===== config.mk =====
export PLATFORM = sky130hd
export DESIGN_NAME = ttt_game_ctrl
export DESIGN_NICKNAME = d
export VERILOG_FILES = /design/src/rtl/ttt_game_ctrl.sv
export SDC_FILE = /design/constraint.sdc
export NUM_CORES = 1
export LEC_CHECK = 0
export CORE_ASPECT_RATIO = 0.7
export CORE_MARGIN = 2
export CORE_UTILIZATION = 50
export CTS_BUF_LIST = sky130_fd_sc_hd__clkbuf_4 sky130_fd_sc_hd__clkbuf_8 sky130_fd_sc_hd__clkbuf_16
export CTS_CLUSTER_SIZE = 40
export DETAILED_ROUTE_END_ITERATION = 12
export PLACE_DENSITY = 0.82
export RECOVER_POWER = 25
export SLEW_MARGIN = 5
export SYNTH_ARGS = -nofsm -noshare
export SYNTH_HDL_FRONTEND = slang
export SYNTH_SLANG_ARGS = --single-unit

===== constraint.sdc =====
create_clock -name clk -period 9.2 [get_ports clk]
set_input_delay 0.92 -clock clk [delete_from_list [all_inputs] [get_ports clk]]
set_output_delay 0.92 -clock clk [all_outputs]
set_load 0.1 [all_outputs]

===== src/rtl/ttt_game_ctrl.sv =====
// Tic-tac-toe game controller: accepts moves, rejects illegal ones, and
// checks for a win or draw in a separate cycle after each legal move.
module ttt_game_ctrl (
    input  logic        clk,
    input  logic        rst_n,
    input  logic        new_game,
    input  logic        move_valid,
    input  logic [1:0]  move_row,
    input  logic [1:0]  move_col,
    output logic        move_ready,
    output logic [17:0] board,
    output logic        turn,
    output logic        illegal,
    output logic        game_over,
    output logic [1:0]  winner,
    output logic [3:0]  move_count
);

    // Handshake: a move is taken on a rising edge where move_valid=1 and
    // move_ready=1; move_ready is high only in PLAY, so requests are ignored
    // while a move is being evaluated or after the game has ended.
    typedef enum logic [1:0] {
        PLAY  = 2'd0,
        CHECK = 2'd1,
        WIN   = 2'd2,
        DRAW  = 2'd3
    } state_t;

    state_t      state_q, state_d;
    logic [17:0] board_q, board_d;
    logic        turn_q, turn_d;
    logic        illegal_q, illegal_d;
    logic [1:0]  winner_q, winner_d;
    logic [3:0]  move_count_q, move_count_d;

    logic [1:0]  mover_code;
    logic [3:0]  cell_idx;
    logic [1:0]  cell_val;
    logic        off_board;
    logic [8:0]  mine;
    logic        line_done;

    assign mover_code = turn_q ? 2'b10 : 2'b01;

    // cell_idx aliases a real cell for row/col 3; off_board masks that case.
    always_comb begin
        cell_idx  = ({2'b00, move_row} * 4'd3) + {2'b00, move_col};
        off_board = (move_row == 2'd3) || (move_col == 2'd3);
        cell_val  = 2'b00;
        mine      = '0;
        for (int i = 0; i < 9; i++) begin
            if (cell_idx == 4'(i)) begin
                cell_val = board_q[2*i +: 2];
            end
            mine[i] = (board_q[2*i +: 2] == mover_code);
        end
        line_done = (mine[0] & mine[1] & mine[2]) |
                    (mine[3] & mine[4] & mine[5]) |
                    (mine[6] & mine[7] & mine[8]) |
                    (mine[0] & mine[3] & mine[6]) |
                    (mine[1] & mine[4] & mine[7]) |
                    (mine[2] & mine[5] & mine[8]) |
                    (mine[0] & mine[4] & mine[8]) |
                    (mine[2] & mine[4] & mine[6]);
    end

    always_comb begin
        state_d      = state_q;
        board_d      = board_q;
        turn_d       = turn_q;
        illegal_d    = 1'b0;
        winner_d     = winner_q;
        move_count_d = move_count_q;

        if (new_game) begin
            state_d      = PLAY;
            board_d      = '0;
            turn_d       = 1'b1;
            winner_d     = 2'b00;
            move_count_d = 4'd0;
        end else begin
            case (state_q)
                PLAY: begin
                    if (move_valid) begin
                        if (off_board || (cell_val != 2'b00)) begin
                            illegal_d = 1'b1;
                        end else begin
                            for (int i = 0; i < 9; i++) begin
                                if (cell_idx == 4'(i)) begin
                                    board_d[2*i +: 2] = mover_code;
                                end
                            end
                            move_count_d = move_count_q + 4'd1;
                            state_d      = CHECK;
                        end
                    end
                end
                // A win is tested before the full-board draw so a winning
                // ninth move is reported as a win.
                CHECK: begin
                    if (line_done) begin
                        state_d  = WIN;
                        winner_d = mover_code;
                    end else if (move_count_q == 4'd9) begin
                        state_d  = DRAW;
                        winner_d = 2'b00;
                    end else begin
                        state_d = PLAY;
                        turn_d  = ~turn_q;
                    end
                end
                WIN, DRAW: begin
                    state_d = state_q;
                end
                default: begin
                    state_d = PLAY;
                end
            endcase
        end
    end

    always_ff @(posedge clk) begin
        if (!rst_n) begin
            state_q      <= PLAY;
            board_q      <= '0;
            turn_q       <= 1'b1;
            illegal_q    <= 1'b0;
            winner_q     <= 2'b00;
            move_count_q <= 4'd0;
        end else begin
            state_q      <= state_d;
            board_q      <= board_d;
            turn_q       <= turn_d;
            illegal_q    <= illegal_d;
            winner_q     <= winner_d;
            move_count_q <= move_count_d;
        end
    end

    assign move_ready = (state_q == PLAY);
    assign game_over  = (state_q == WIN) || (state_q == DRAW);
    assign board      = board_q;
    assign turn       = turn_q;
    assign illegal    = illegal_q;
    assign winner     = winner_q;
    assign move_count = move_count_q;

endmodule


== Word-level counts from Yosys, hierarchy flattened ==
Index checks and enable logic that the tools add are counted.

* $add $sub $neg: 2
* Multipliers: 1
* Div/mod/pow operators: 0
* $lt $le $gt $ge: 0
* Equal/unequal tests: 25
* Shift operators: 0
* Mux-type cells: 18
* Bitwise gates (word level): 31
* Reduce and logical (&&, ||, !) cells: 23

{| class="wikitable"
|+ Operator list
! operator !! number
|-
| $reduce_and 4->1 || 9
|-
| $mux 2 || 16
|-
| $eq 2x2->1 || 9
|-
| $and 1x1->1 || 16
|-
| $eq 4x3->1 const B || 4
|-
| $reduce_and 3->1 || 3
|-
| $eq 2x2->1 const B || 4
|-
| $eq 4x2->1 const B || 2
|-
| $eq 4x4->1 const B || 2
|-
| $not 1->1 || 8
|-
| $or 1x1->1 || 7
|-
| $add 4x1->4 const B || 1
|-
| $add 4x2->4 || 1
|-
| $eq 4x1->1 const B || 1
|-
| $logic_not 4->1 || 1
|-
| $mul 2x2->4 const B || 1
|-
| $ne 2x2->1 const B || 2
|-
| $pmux 2 s2 || 1
|-
| $reduce_bool 2->1 || 2
|-
| $reduce_or 2->1 || 2
|-
| $reduce_or 4->1 || 1
|-
| $logic_or 1x1->1 || 3
|-
| $eq 2x1->1 const B || 1
|-
| $logic_not 2->1 || 1
|-
| other kinds (2) || 2
|}

* Flip-flop bits (word level): 28
* Bits in latches: 0
* RAM bits: 0
* Bits in read-only memories: 0
* Input bits: 8
* Output and inout bits: 28
* Word-level logic and storage cells: 114
* Memories: 0

== Longest topological paths before layout ==
Gate-level depths: netlist (run 1).

* Depth in word-level cells: 17
* Gate-level depth with buffers: 13
* Depth with buffers taken out: 12

== Worst setup path before layout (run 1) ==
OpenSTA, ideal clock, no wires.

* Path kind: in2reg
* Start point: input port move_row[0]
* End point: register board_q[13] (netlist: board[13])
* Setup time: 0.128 ns
* Arrival: 3.583 ns
* Required time: 9.072 ns
* Setup slack: 5.489 ns
* Stages: 13
* Path buffers: 1
* Path through: inv_1 fa_1 inv_1 ha_1 fa_1 o21bai_1 o2bb2a_1 a2bb2oi_2 o211ai_2 a21oi_4 buf_6 a41oi_2 nor2_1

* Word-level cells in the longest chain between the ends: 16
* Elaborated cells on any way between the ends: 26
* Classes of those cells: add/sub (1); mul (1); eq/ne (9); mux (9); bitwise (1); reduce/logical (5)

{| class="wikitable"
|+ RTL lines
! element !! RTL line !! RTL
|-
| start, declared || 8 || <nowiki>input logic [1:0] move_row,</nowiki>
|-
| $mul 2x2->4 || 47 || <nowiki>cell_idx = ({2'b00, move_row} * 4'd3) + {2'b00, move_col};</nowiki>
|-
| $add 4x2->4 || 47 ||
|-
| $logic_not 4->1 || 52 || <nowiki>if (cell_idx == 4'(i)) begin</nowiki>
|-
| $mux 2 (9 in a row) || 52 ||
|-
| $reduce_bool 2->1 || 85 || <nowiki>if (off_board || (cell_val != 2'b00)) begin</nowiki>
|-
| $logic_or 1x1->1 || 85 ||
|-
| $not 1->1 (no line) || -- ||
|-
| $reduce_and 4->1 (no line) * || -- ||
|-
| end signal, assigned || 132 || <nowiki>board_q <= board_d;</nowiki>
|-
| end, declared || 30 || <nowiki>logic [17:0] board_q, board_d;</nowiki>
|}

Mark *: on every way between the ends. The rest lies on a longest branch, timed or not.
A chain may end at the register's enable or synchronous reset.

== Final worst setup path (run 1) ==
* Start point: input port move_row[1]
* End point: register move_count_q[2] (netlist: move_count[2])

* Word-level cells in the longest chain between the ends: 16
* Elaborated cells on any way between the ends: 26
* Classes of those cells: add/sub (1); mul (1); eq/ne (9); mux (9); bitwise (1); reduce/logical (5)

{| class="wikitable"
|+ RTL lines
! element !! RTL line !! RTL
|-
| $mul 2x2->4 || 47 ||
|-
| $add 4x2->4 || 47 ||
|-
| $logic_not 4->1 || 52 ||
|-
| $mux 2 (9 in a row) || 52 ||
|-
| $reduce_bool 2->1 || 85 ||
|-
| $logic_or 1x1->1 * || 85 ||
|-
| $not 1->1 (no line) * || -- ||
|-
| $reduce_and 3->1 (no line) * || -- ||
|-
| end signal, assigned || 136 || <nowiki>move_count_q <= move_count_d;</nowiki>
|-
| end, declared || 34 || <nowiki>logic [3:0] move_count_q, move_count_d;</nowiki>
|}

Marks and branches as above.

==> results.ini, run 1 <==
[run_status]
status=complete, no violations

[drt]
ant_nets=0
avgRoutedWirePerCell_um=14.4
drc=0
vias=1606
drt-vias-per-instance=5.78
drt-total-wl_um=4000
first_pass_iters=5
initialDrtViolationCount=130

[critical_path]
path_depth=11
critPathLaunchType=primary input
path_buf_inv=3
arrival_ns=4.78
r2r-start=turn
crit_path_start=move_row[1]
worstSetupEndpointType=register
worstPathCellList=clkdlybuf4s50_1 > inv_1 > fa_1 > inv_1 > ha_1 > fa_1 > nor2b_1 > a32oi_1 > a21oi_4 > a21oi_1 > a31o_1
worstRegToRegCells=6
critPathTopFamily=adder cells
max_stage_delay_ns=0.65
cp.required_ns=9.37
crit_type=primary input to register
crit_fanout=26
reg2reg_to=state_q[0]
critical_path.endpoint=move_count[2]
critPathSlowestCell=fa_1
r2r_slack_ns=6.26

[timing]
fin_hold_ws_ns=0.483
slew_viol_final=0
setup_viol=0
skew_ns=0.00824
timing.setup.tns_ns=0
max_freq_mhz=217
period_minus_slack_ns=4.61
hold_viol=0
timing.slew.headroom_pct=33.1
rsz0062_at_grt=false
worst_slew_pin_slew_ns=1.00
period_share_pct=50.1

[finish]
fillers=285
fin_cells=278
seqCellArea_um2=561
post-route-util_pct=64.9
n_antenna_cell=0
drive_above_1_share_pct=7.36
mostFrequentLayoutCells=nor2_1 (30), dfxtp_1 (28), clkdlybuf4s50_1 (22)
synthToLayoutAreaGrowth_pct=21.4
final_common_cell=nor2_1
multi_input_area_um2=1040
final_net_count=248

[placed_design]
port_buffers=35
dp_cells=275
routabilityCongestion=0.880
post-dp-hpwl_um=2890

[synthesis]
syn_nets=220
postSynthCellCount=205
async_flop_share_pct=0
netlist_area_um2=1730
yosysSeqAreaShare_pct=32.5
synth-edff-count=0
synthFlopType=dfxtp_1
avgSynthCellArea_um2=8.42
ys_warn_count=0
ys_ff_latch=28
synth_top_cell_area_share_pct=32.5
synthTopCellsByArea=dfxtp_1 (32%), nor2_1 (6.5%), nand2b_1 (4.0%)
yosysTopAreaCell=dfxtp_1
yosysUniqueCellTypes=51

[die]
die_x_um=74.2
ios=36
coreArea_um2=3230
chipHeight_um=53.2
initial_core_util_pct=53.4
rows=17
die_area_um2=3950

[power]
leakage_nw=0.687
power_density_nw_per_um2=122
ir_drop_v=0.0000702
p_total_mw=0.256

[global_route]
grt_pass1_wl_um=6260
grt_pass1_vias=1287
grt_max_degree=27
grt_usage_pct=20.8
antenna_found_initial=0
grt.overflow.total=0

[clocking]
hold_buffers=0
insertion_delay_ns=0.27
ctsResizeCount=0
clock_path_buffers=2
cts_tree=built
post_cts_buffers=0
root_buffer=clkbuf_8
cts_buffers=3
clk_pin_slew_ns=0.09
cts.sinks=28
h-tree-depth=1

[min_path]
hold_class=register to register

[flow_run]
cap_violations=0

[sequential cells by signal (all words and copies together) (netlist names)]
signal,count
winner,2
turn,1
move_count,4
board,18
illegal,1
state_q,2
[final cells by class]
| class | count | area share [%] |
|---|---|---|
| clock buffers | 3 | 1.97 |
| inverters | 13 | 2.33 |
| multi-input cells | 152 | 49.5 |
| flip-flops and latches | 28 | 26.7 |
| well taps | 47 | 2.80 |
| repair buffers | 35 | 16.7 |
[where the power goes]
part | total [mW] | switching (mW) | internal, mW
clock | 0.0652 | 0.0358 | 0.0294
sequential | 0.125 | 0.00241 | 0.123
combinational | 0.0655 | 0.0450 | 0.0204
[cells in the mapped netlist, types with 2 or more instances]
cell type	instances
a21o_1	2
a21oi_1	12
a31oi_1	6
a41oi_1	4
a41oi_2	4
buf_6	3
clkbuf_1	5
dfxtp_1	28
fa_1	2
ha_1	5
inv_1	12
nand2_1	8
nand2b_1	11
nand3_1	3
nand3b_1	4
nand4_1	5
nor2_1	30
nor2b_1	5
nor3_1	6
o21a_1	2
o21ai_0	4
o21ai_1	5
o21bai_1	2
o22ai_1	7
or3b_1	3
xnor2_1	2
[worst min-delay path by stage]
stage                            end  slack [ns]  cells after the start       start
after floorplan           state_q[1]        0.51                      2  state_q[1]
after global placement     winner[0]        0.47                      2   winner[0]
after detailed placement   winner[1]        0.48                      2   winner[1]
after CTS                  winner[0]        0.49                      2   winner[0]
after global routing       winner[1]        0.49                      2   winner[1]
final                      winner[0]        0.48                      2   winner[0]
[logic make-up (layout without fill, tap and decap cells)]
logic type,count (synthesis),after routing,synth area share (%)
compound gates,59,59,26.8
xor+xnor,2,2,1.01
fa+ha+maj,7,7,5.94
buf+inv,25,51,7.10
flops,28,28,32.5
mux,2,2,1.30
simple gates,82,82,25.4
[per-stage QoR]
stage	instance area, um2	setup WS (ns)
after floorplan	1730	5.49
after global placement	2060	4.46
after detailed placement	2060	4.33
after CTS	2100	4.62
after global routing	2100	4.34
final	2100	4.59
[worst min-delay path: cells and delay by family (launching register included)]
kind | cells | cell delay (ns)
compound gates | 2 | 0.13
flops | 1 | 0.32
[per-layer routing]
metal,vias to the layer above,share of wire [%],GRT usage (%)
li1,797,-,-
met1,734,51,31.7
met2,71,41,29.9
met3,4,8.3,5.52
met4,0,0.25,2.68
met5,-,0,0
Power figures use the tool's default switching activity.
==> inputs of run 2 (changes only) <==
Settings changed: CORE_UTILIZATION 50 to 46, PLACE_DENSITY 0.82 to 0.8.
Clock period 9.2 ns to 4.2 ns, I/O delays scaled along.
==> run 2 against run 1 <==
Net effect:
- clock skew shrank 0.0049 ns
- non-clock buffer count grew 2
- register-to-register slack got worse by 4.8 ns
- largest power group unchanged
- power grew 140%
==> results.ini, run 2 (synthesized netlist as in run 1, its figures left out) <==
[finish]
mostFrequentLayoutCells=nor2_1 (30), dfxtp_1 (28), clkdlybuf4s50_1 (21)
post-route-util_pct=60.4  ; -4.5 points
n_antenna_cell=0  ; unchanged
drive_above_1_share_pct=8.97  ; +1.6 points
final_common_cell=nor2_1
synthToLayoutAreaGrowth_pct=24.4
final_net_count=250  ; +0.81%
largest_reg_flops=18  ; unchanged

[die]
die_area_um2=4270  ; +8.1%
die_x_um=77.2  ; +4.0%
ios=36  ; unchanged
chipHeight_um=55.3  ; +3.9%
coreArea_um2=3560  ; +10%
rows=18  ; +1
initial_core_util_pct=48.5  ; -4.9 points

[power]
power_frac_seq_pct=45.5  ; -3.4 points
ir_drop_v=0.000160  ; +130%
power_density_nw_per_um2=280  ; +130%
p_total_mw=0.601  ; +140%
swShare_pct=32.7  ; +0.12 points
pwr-share-clk_pct=28.5  ; +3.0 points
leakage_nw=0.713  ; +3.7%
power.internal_mw=0.405  ; +130%
p_sw_mw=0.196  ; +140%
p_comb_share_pct=25.9  ; +0.3 points

[critical_path]
crit_type=primary input to register
worstPathCellList=clkdlybuf4s50_1 > inv_1 > fa_1 > inv_1 > ha_1 > fa_1 > nor2b_1 > a32oi_1 > a21oi_4 > buf_12 > a21oi_1 > a31o_1
cp.required_ns=4.38  ; -4.99 ns
max_stage_delay_ns=0.65  ; about the same
critPathTopFamily=adder cells
path_buf_inv=4  ; +1
crit_fanout=26  ; unchanged
critPathLaunchType=primary input
worstSetupEndpointType=register
critPathSlowestCell=fa_1
arrival_ns=3.86  ; -0.92 ns

[global_route]
grt_usage_pct=22.0  ; +1.2 points
grt_pass1_vias=1511  ; +17%
grt_max_degree=27  ; unchanged
antenna_found_initial=0  ; unchanged
grt.overflow.total=0  ; unchanged
grt_pass1_wl_um=7650  ; +22%

[clocking]
cts_buffers=3  ; unchanged
clock_path_buffers=2  ; unchanged
insertion_delay_ns=0.28  ; about the same
clk_pin_slew_ns=0.09  ; about the same
hold_buffers=0  ; unchanged
root_buffer=clkbuf_8
cts_tree=built
post_cts_buffers=0  ; unchanged
h-tree-depth=1  ; unchanged
ctsResizeCount=0  ; unchanged
cts.sinks=28  ; unchanged

[drt]
first_pass_iters=4  ; -1
drt-vias-per-instance=5.76  ; -0.22%
drt-total-wl_um=4370  ; +9.4%
vias=1637  ; +1.9%
drc=0  ; unchanged
ant_nets=0  ; unchanged
avgRoutedWirePerCell_um=15.4  ; +7.1%
initialDrtViolationCount=126  ; -3.1%

[placed_design]
port_buffers=35  ; unchanged
routabilityCongestion=0.861  ; -2.2%
post-dp-hpwl_um=3120  ; +8.1%
pre_cts_ws_ns=0.272  ; -4.06 ns

[min_path]
hold_class=register to register

[timing]
timing.slew.headroom_pct=33.5  ; +0.44 points
setup_viol=0  ; unchanged
max_freq_mhz=272
slew_viol_final=0  ; unchanged
hold_viol=0  ; unchanged
worst_slack_ns=0.521  ; -4.07 ns
timing.setup.tns_ns=0  ; unchanged
period_minus_slack_ns=3.68
skew_ns=0.00333  ; -0.00491 ns
rsz0062_at_grt=false
fin_hold_ws_ns=0.485  ; +0.00161 ns
worst_slew_pin_slew_ns=0.994  ; -0.00983 ns
period_share_pct=87.6

[flow_run]
cap_violations=0  ; unchanged

[run_status]
status=complete, no violations

run 2: cell types whose count changed in the layout (fill, tap and decap cells not counted):
| cell | change |
|---|---|
| buf_12 | +1 |
| buf_4 | +1 |
| clkbuf_8 | +1 |
| clkdlybuf4s50_1 | -1 |
| dlygate4sd3_1 | +1 |
| o221ai_1 | -1 |
| o221ai_2 | +1 |
run 2: final timing paths:
path | from | endpoint | slack (ns) | cells past startpoint
min | winner[0] | winner[0] | 0.48 | 2
min reg2reg | winner[0] | winner[0] | 0.48 | 2
max reg2reg | turn | turn | 1.42 | 6
max | move_row[0] | move_count[2] | 0.52 | 12
run 2: worst reg2reg max path: stages, from the launching register on:
cell	delay, ns
dfxtp_1	0.83
clkinv_1	0.66
mux2_2	0.39
o221ai_2	0.13
or3_1	0.42
xnor2_1	0.16
nand2_1	0.07
run 2: stage by stage:
stage	instance area [um2]	cells
2_1_floorplan	1730	205
3_3_place_gp	2090	280
3_5_place_dp	2090	280
4_1_cts	2150	284
5_1_grt	2150	284
6_report	2150	284
run 2: final cells by class:
type,instances,area (um2)
Tap cell,50,62.6
Inverter,13,48.8
Multi-Input combinational cell,152,1040
Clock buffer,4,55.1
Timing Repair Buffer,37,378
Fill cell,353,1410
Sequential cell,28,561
run 2: layer usage:
layer / routed length, um / vias to the layer above / track usage, % / share of wire [%]
met1: 2150 / 777 / 33.6 / 49
met3: 277 / 5 / 4.25 / 6.3
li1: - / 801 / - / -
met2: 1920 / 54 / 32.2 / 44
met5: 0 / - / 0 / 0
met4: 34 / 0 / 4.59 / 0.78
run 2: power groups by stage:
stage	clock network (mW)	registers, mW	logic (mW)
finish	0.171	0.274	0.156
global route	0.185	0.275	0.168
CTS	0.173	0.274	0.154
detailed placement	0	0.280	0.153
global placement	0	0.280	0.151
floorplan	0	0.299	0.102
